`config.mk`:
```
export PLATFORM = sky130hd
export DESIGN_NAME = fifo_sync_ctrl
export DESIGN_NICKNAME = d
export VERILOG_FILES = /design/src/rtl/fifo_sync_ctrl_pkg.sv /design/src/rtl/fifo_sync_ctrl_ptr.sv /design/src/rtl/fifo_sync_ctrl.sv
export SDC_FILE = /design/constraint.sdc
export NUM_CORES = 1
export LEC_CHECK = 0
export CAP_MARGIN = 10
export CORE_MARGIN = 1.5
export CORE_UTILIZATION = 38
export CTS_CLUSTER_SIZE = 14
export DETAILED_ROUTE_END_ITERATION = 8
export GPL_ROUTABILITY_DRIVEN = 0
export PLACE_DENSITY = 0.73
export SKIP_CTS_REPAIR_TIMING = 1
export SYNTH_ARGS = -nofsm -noshare
export SYNTH_HDL_FRONTEND = slang
export SYNTH_HIERARCHICAL = 1
export SYNTH_SLANG_ARGS = --single-unit
```
`constraint.sdc`:
```
create_clock -name clk -period 1.8 [get_ports clk]
set_input_delay 0.45 -clock clk [delete_from_list [all_inputs] [get_ports clk]]
set_output_delay 0.45 -clock clk [all_outputs]
set_load 0.02 [all_outputs]
```
`src/rtl/fifo_sync_ctrl_pkg.sv`:
```
// fifo_ctrl_pkg: constants and helpers shared by the FIFO controller slice.
//   fifo_depth(aw)  : number of array entries for an address width (2**aw)
//   ptr_width(aw)   : pointer width including the wrap bit (aw+1)
//   *_DEF constants : default address width and almost-full/empty levels
package fifo_ctrl_pkg;

  localparam int unsigned ADDR_WIDTH_DEF = 3;
  localparam int unsigned PTR_WIDTH_DEF  = ADDR_WIDTH_DEF + 1;
  localparam int unsigned AFULL_LVL_DEF  = 6;
  localparam int unsigned AEMPTY_LVL_DEF = 2;

  function automatic int unsigned fifo_depth(input int unsigned aw);
    return 32'd1 << aw;
  endfunction

  function automatic int unsigned ptr_width(input int unsigned aw);
    return aw + 1;
  endfunction

endpackage

```
`src/rtl/fifo_sync_ctrl_ptr.sv`:
```
// fifo_ptr: wrap-bit pointer register for the FIFO controller.
//   clk  : clock
//   rst  : synchronous active-high reset, clears the pointer
//   inc  : advance the pointer by one this edge
//   ptr  : ADDR_WIDTH+1 bit pointer; MSB is the wrap bit
module fifo_ptr
  import fifo_ctrl_pkg::*;
#(
  parameter int unsigned ADDR_WIDTH = ADDR_WIDTH_DEF
) (
  input  logic                  clk,
  input  logic                  rst,
  input  logic                  inc,
  output logic [ADDR_WIDTH:0]   ptr
);

  localparam int unsigned PW = ptr_width(ADDR_WIDTH);

  // A plain binary increment carries out of the address bits into the
  // wrap bit, so DEPTH-1 -> 0 with the wrap bit toggled comes for free.
  always_ff @(posedge clk) begin
    if (rst) begin
      ptr <= '0;
    end else if (inc) begin
      ptr <= ptr + PW'(1);
    end
  end

endmodule

```
`src/rtl/fifo_sync_ctrl.sv`:
```
// fifo_sync_ctrl: single-clock controller for a dual-port FIFO storage array
// with 1-cycle registered read and synchronous write.
//   clk, rst          : clock, synchronous active-high reset
//   push, pop         : write / read requests
//   clr_err           : clears sticky overflow / underflow
//   waddr, raddr, wen, ren : array address and enable outputs
//   rvalid            : array read data valid (one cycle after ren)
//   full, empty, almost_full, almost_empty, count : occupancy status
//   overflow, underflow : sticky rejected-push / rejected-pop flags
module fifo_sync_ctrl
  import fifo_ctrl_pkg::*;
#(
  parameter int unsigned ADDR_WIDTH = ADDR_WIDTH_DEF,
  parameter int unsigned AFULL_LVL  = AFULL_LVL_DEF,
  parameter int unsigned AEMPTY_LVL = AEMPTY_LVL_DEF
) (
  input  logic                  clk,
  input  logic                  rst,
  input  logic                  push,
  input  logic                  pop,
  input  logic                  clr_err,
  output logic [ADDR_WIDTH-1:0] waddr,
  output logic [ADDR_WIDTH-1:0] raddr,
  output logic                  wen,
  output logic                  ren,
  output logic                  rvalid,
  output logic                  full,
  output logic                  empty,
  output logic                  almost_full,
  output logic                  almost_empty,
  output logic [ADDR_WIDTH:0]   count,
  output logic                  overflow,
  output logic                  underflow
);

  localparam int unsigned DEPTH = fifo_depth(ADDR_WIDTH);

  if (AFULL_LVL < 1 || AFULL_LVL > DEPTH) begin : g_bad_afull
    $error("fifo_sync_ctrl: AFULL_LVL must be in 1..DEPTH");
  end
  if (AEMPTY_LVL > DEPTH - 1) begin : g_bad_aempty
    $error("fifo_sync_ctrl: AEMPTY_LVL must be in 0..DEPTH-1");
  end

  logic [ADDR_WIDTH:0] wptr;
  logic [ADDR_WIDTH:0] rptr;

  fifo_ptr #(.ADDR_WIDTH(ADDR_WIDTH)) u_wptr (
    .clk (clk),
    .rst (rst),
    .inc (wen),
    .ptr (wptr)
  );

  fifo_ptr #(.ADDR_WIDTH(ADDR_WIDTH)) u_rptr (
    .clk (clk),
    .rst (rst),
    .inc (ren),
    .ptr (rptr)
  );

  always_comb begin
    waddr        = wptr[ADDR_WIDTH-1:0];
    raddr        = rptr[ADDR_WIDTH-1:0];
    empty        = (wptr == rptr);
    full         = (wptr[ADDR_WIDTH-1:0] == rptr[ADDR_WIDTH-1:0]) &&
                   (wptr[ADDR_WIDTH] != rptr[ADDR_WIDTH]);
    // Modulo subtraction over the wrap-bit pointers yields 0..DEPTH.
    count        = wptr - rptr;
    almost_full  = (32'(count) >= AFULL_LVL);
    almost_empty = (32'(count) <= AEMPTY_LVL);
    wen          = push & ~full;
    ren          = pop & ~empty;
  end

  always_ff @(posedge clk) begin
    if (rst) begin
      rvalid    <= 1'b0;
      overflow  <= 1'b0;
      underflow <= 1'b0;
    end else begin
      rvalid <= ren;
      // A new error event outranks a simultaneous clear.
      if (push & full) begin
        overflow <= 1'b1;
      end else if (clr_err) begin
        overflow <= 1'b0;
      end
      if (pop & empty) begin
        underflow <= 1'b1;
      end else if (clr_err) begin
        underflow <= 1'b0;
      end
    end
  end

endmodule

```
### After elaboration in Yosys (flattened, before gate mapping)

Cells that the tools add are included.

| storage, ports and cells | value |
|---|---|
| register bits after elaboration | 11 |
| input port bits | 5 |
| output and inout bits | 19 |
| word-level logic and storage cells | 25 |

| cells by class | value |
|---|---|
| add/sub/neg operators | 3 |
| order comparisons | 2 |
| equal/unequal tests | 3 |
| multiplexer cells | 3 |
| bitwise operators | 6 |
| reduce and logical (&&, ||, !) cells | 3 |

Operators with widths:

| cell | count |
|---|---|
| adder 4 x 1 -> 4 bit, second input constant | 2 |
| AND 1 bit | 4 |
| equality test 4 bit | 1 |
| greater-or-equal comparator 4 x 3 -> 1 bit, second input constant | 1 |
| <= comparator 4 x 2 -> 1 bit, second input constant | 1 |
| nonzero test 2 bit | 2 |
| subtractor 4 bit | 1 |
| equality test 3 bit | 1 |
| two-way mux 1 bit | 3 |
| NOT 1 bit | 2 |
| logical AND 1 bit | 1 |
| != test 1 bit | 1 |

### Logic depth before layout (Yosys ltp)

| logic depth | value |
|---|---|
| depth after elaboration | 4 |
| gate-level depth with buffers | 7 |
| mapped depth without buffers | 7 |

### By module

The synthesis kept the hierarchy.

Modules (own cells, without submodules):

| module | times used | cells each | area an instance (µm²) | seq. area each (µm²) |
|---|---|---|---|---|
| fifo_ptr | 2 | 16 | 178.9 | 80.1 |
| fifo_sync_ctrl | 1 | 38 | 291.5 | 60.1 |

### Least setup slack after synthesis

No wires, ideal clock.

| path | value |
|---|---|
| path kind | register -> register |
| from | register u_rptr.ptr[2] |
| to | register u_wptr.ptr[3] |
| library setup time | 0.121 ns |
| data arrival time | 2.356 ns |
| data required time | 1.679 ns |
| setup slack | -0.677 ns |
| cell stages (with the launch flop) | 8 |
| path buffers | 0 |
| clock period less this slack | 2.477 ns |
| cells stage by stage | dfxtp_1 -> inv_1 -> ha_1 -> and3_1 -> and2_2 -> nor2b_1 -> nand4_2 -> mux2_4 |

| between the ends | value |
|---|---|
| cells in the longest elaborated chain, start to end | 4 |

Ends and longest elaborated chain:

| element | line | text |
|---|---|---|
| from (decl) | fifo_sync_ctrl_ptr.sv:14 | `output logic [ADDR_WIDTH:0] ptr` |
| from (signal assigned) | fifo_sync_ctrl_ptr.sv:25 | `ptr <= ptr + PW'(1);` |
| equality test 3 bit | fifo_sync_ctrl.sv:66 | `full = (wptr[ADDR_WIDTH-1:0] == rptr[ADDR_WIDTH-1:0]) &&` |
| logical AND 1 bit | fifo_sync_ctrl.sv:66 |  |
| net full | fifo_sync_ctrl.sv:27 | `output logic full,` |
| NOT 1 bit | fifo_sync_ctrl.sv:72 | `wen = push & ~full;` |
| AND 1 bit | fifo_sync_ctrl.sv:72 |  |
| net wen | fifo_sync_ctrl.sv:24 | `output logic wen,` |
| to (signal assigned) | fifo_sync_ctrl_ptr.sv:25 |  |
| to (decl) | fifo_sync_ctrl_ptr.sv:14 |  |

The timed path passes the listed nets, and every way through them passes these cells.
A chain may end at the register's enable or synchronous reset.

### Worst setup path after layout

| path | value |
|---|---|
| from | register u_wptr.ptr[0] |
| to | output almost_full |

| between the ends | value |
|---|---|
| cells in the longest elaborated chain, start to end | 2 |

Ends and longest elaborated chain:

| element | line | text |
|---|---|---|
| subtractor 4 bit | fifo_sync_ctrl.sv:69 | `count = wptr - rptr;` |
| greater-or-equal comparator 4 x 3 -> 1 bit | fifo_sync_ctrl.sv:70 | `almost_full = (32'(count) >= AFULL_LVL);` |
| to (decl) | fifo_sync_ctrl.sv:29 | `output logic almost_full,` |

Every way passes these cells.

==> run summary <==
The run finished, with violations left. The checks that failed: setup timing. Max-cap violations in this run came to 0.

Between clock sinks in the finished design, the worst skew comes to 4.61 ps. The region available for standard cell placement spans 0.00156 mm2. The count of H-tree levels built during CTS came out at 1. Timing analysis after detailed placement gives a worst setup slack of -622 ps. The register share of total power was 22.8%. The post-synth design cell area was 649 um2; the number of buffers between clock root and the deepest sink was 2.

For the internal power, the log shows 756 uW. The slowest stage of the critical path is the sky130_fd_sc_hd__fa_2 cell. The critical path startpoint category is a flip-flop. TritonCTS built the clock tree. After floorplanning, the core was divided into 14 placement rows.

In the finished design, the share of the clock period the worst path needs comes to 123%. Switching power as a share of total power: 39.6%. The multi-input gate area in the final layout was 531 um2; the synthesized instance count was 70.

The total count of max-transition violations in the final report came out at 0. The worst setup path is captured at a primary output. The total global routing track utilization is 19.1%. The pre-antenna-repair detailed-routing pass consisted of 6 iterations.

The most used flip-flop cell after synthesis is sky130_fd_sc_hd__dfxtp_1. The largest incremental delay on the critical path is 560 ps, and the fraction of final layout cells with drive strength greater than 1 is 59.8%. For this run, the number of Yosys warnings is 6. Setup repair after global routing could not meet its margin everywhere. Detailed placement finished with a half-perimeter wire length of 1310 um. Entering global routing, the biggest net connects 9 pins. The library cells used most frequently in the layout, excluding fill and tap cells, are sky130_fd_sc_hd__buf_4 (19), sky130_fd_sc_hd__buf_6 (8), sky130_fd_sc_hd__clkdlybuf4s50_1 (7), sky130_fd_sc_hd__dlymetal6s2s_1 (6), sky130_fd_sc_hd__nor2_1 (6). The logs give 33.9% for the sequential fraction of the synthesis area and 609 for the via count of the first global-routing pass. Counting distinct cell types in the post-synthesis netlist gives 24. The final critical-path required period is 2220 ps, and the number of antenna violations at the first check in global routing is 0. The arrival time reported for the critical path endpoint is 1770 ps. The type of the setup path with the least slack was reg2out. IR analysis of the VDD net gives a maximum drop of 635 uV. Dividing total power by cell area gives a power density of 1010 mW/mm2. Port buffering added 23 buffers. Clock-pin slew was measured on the worst setup and hold paths at 80 ps. Number of violations reported at the end of detailed-routing iteration 0: 13. Setup violations remaining at the end of the flow were counted as 9. After detailed routing, the number of vias per cell comes to 4.92. The setup slack of the critical path after layout is -422 ps, and the total power is 1.25 mW.

Clock tree synthesis selected as its root buffer the cell sky130_fd_sc_hd__clkbuf_4. The run gives 41.7% as the starting utilization of the core area. In this run, synthesis produced a sequential element count of 11.

Counting every net in the synthesized netlist gives 81. The logs give 129 for the net count of the finished layout and 1820 um for the routed wire length. Measured against its own limit, the worst slew margin works out to 80.0%. Relative to the synthesized area, the layout overhead comes to 91.5%. The tools report the later-pin clock latency in the skew report as 270 ps. The share of synthesized registers carrying an async set or reset came out at 0%.

The min-delay analysis places its worst path in the category reg2reg. The die covers 0.00197 mm2. After detailed routing, the average wire length per cell comes to 13.7 um.

The average instance in the mapped netlist occupies 9.28 um2. Walking the worst path, the cells encountered are inv_2, ha_4, fa_2, inv_4, buf_4, nand2_2, o21ai_2, buf_6. The repair_antennas step left the layout with diodes totalling 0. In this run the horizontal extent of the chip is 44.3 um. The tools report the number of sinks driven by the clock tree as 11. Per report_power, the clock group accounts for 13.7% of the total. In this run the count of I/O pins placed on the die edge is 24.

The tools report the leakage power of the design as 0.668 nW. Summing all flip-flop and latch instances after layout gives 238 um2. The library cell used most frequently in the layout, excluding fill and tap cells, is sky130_fd_sc_hd__buf_4.

For the number of fillers in the final layout, the log shows 110. The share of total power dissipated in combinational logic is 63.6%. Across all hold checks on the routed design, the worst slack comes to 481 ps.

The logs give 3 for the number of buffers added by the clock tree synthesis step and 0 for the hold violation total from the final report. The count of nets left with antenna violations once routing finished came out at 0. The number of enable-type register cells in the synthesized netlist came out at 0. Based on the critical path, the design can be clocked at up to 450 MHz. At the worst endpoint, the required time is 1350 ps. Global routing finished with a remaining overflow of 0. The global-route wire length before repair is 2620 um. Measured along the y axis, the die boundary spans 44.3 um.

For the final routed database, the setup TNS stands at -1930 ps. The detailed router placed 654 vias in this run. Slew at the pin with the worst max-slew slack: 299 ps. The count of unresolved DRC violations after routing is 0, and the critical-path maximum fanout is 2. Switching component of the power: 496 uW.
-- registers in the layout, summed over array words and instances (netlist names) --
register	cells
u_rptr/ptr	4
u_wptr/ptr	4
overflow	1
rvalid	1
underflow	1
-- metal layers --
| layer | up-vias | share of wire, % | global-route usage, % |
|---|---|---|---|
| met5 | - | 0 | 0 |
| met4 | 0 | 0.55 | 9.09 |
| met3 | 2 | 2.3 | 3.67 |
| met2 | 12 | 55 | 34.4 |
| met1 | 306 | 42 | 21.4 |
| li1 | 334 | - | - |
-- Yosys cell counts, types with 3 or more instances --
master,n,area share (%)
sky130_fd_sc_hd__a21oi_1,6,4.6
sky130_fd_sc_hd__dfxtp_1,11,34
sky130_fd_sc_hd__ha_1,5,9.6
sky130_fd_sc_hd__inv_1,8,4.6
sky130_fd_sc_hd__nand3b_1,3,3.5
sky130_fd_sc_hd__nor2_1,9,5.2
sky130_fd_sc_hd__nor2b_1,3,2.9
sky130_fd_sc_hd__xnor2_1,3,4.0
-- metrics by stage --
step / instances / cell area (um2) / utilization, %
finish: 133 / 1240 / 79.8
global route: 133 / 1240 / 79.8
CTS: 130 / 1150 / 73.7
detailed placement: 126 / 1120 / 71.9
global placement: 126 / 1120 / 71.9
floorplan: 70 / 743 / -
-- power by group through the flow --
stage               logic [mW]  registers, mW  clock network, mW
global route             0.845          0.288              0.192
CTS                      0.723          0.281              0.173
floorplan                0.359          0.325                  0
finish                   0.796          0.285              0.171
detailed placement       0.717          0.287                  0
global placement         0.702          0.286                  0
-- worst paths after layout --
check,from,end,slack (ps),cells after the start
min reg2reg,overflow$_SDFFE_PP0P_,overflow$_SDFFE_PP0P_,480,2
min,overflow$_SDFFE_PP0P_,overflow$_SDFFE_PP0P_,480,2
max reg2reg,u_rptr/ptr[1]$_SDFFE_PP0P_,u_wptr/ptr[3]$_SDFFE_PP0P_,60,8
max,u_wptr/ptr[0]$_SDFFE_PP0P_,almost_full,-420,8
-- critical path, delay by kind of cell (launching register included) --
family / cells / cell delay, ps
and+or+nand+nor: 1 / 60
buffers and inverters: 4 / 340
adders and majority gates: 2 / 710
DFF: 1 / 350
AOI/OAI and AO/OA: 1 / 50
-- logic make-up (layout without fill, tap and decap cells) --
| kind of cell | after synthesis | count (layout) | synth area share (%) |
|---|---|---|---|
| buffers and inverters | 8 | 55 | 4.62 |
| adders and majority gates | 6 | 6 | 12.7 |
| and+or+nand+nor | 26 | 26 | 23.5 |
| muxes | 4 | 4 | 7.71 |
| AOI/OAI and AO/OA | 11 | 11 | 11.0 |
| DFF | 11 | 11 | 33.9 |
| xor gates and xnor gates | 4 | 4 | 6.55 |
-- layout make-up --
| class | instances | share of cell area [%] |
|---|---|---|
| Sequential cell | 11 | 19.1 |
| Multi-Input combinational cell | 51 | 42.7 |
| Inverter | 8 | 2.82 |
| Clock buffer | 3 | 1.81 |
| Tap cell | 16 | 1.61 |
| Clock inverter | 1 | 0.402 |
| Timing Repair Buffer | 43 | 31.6 |
Note: power is estimated with default switching activity, not from simulation.
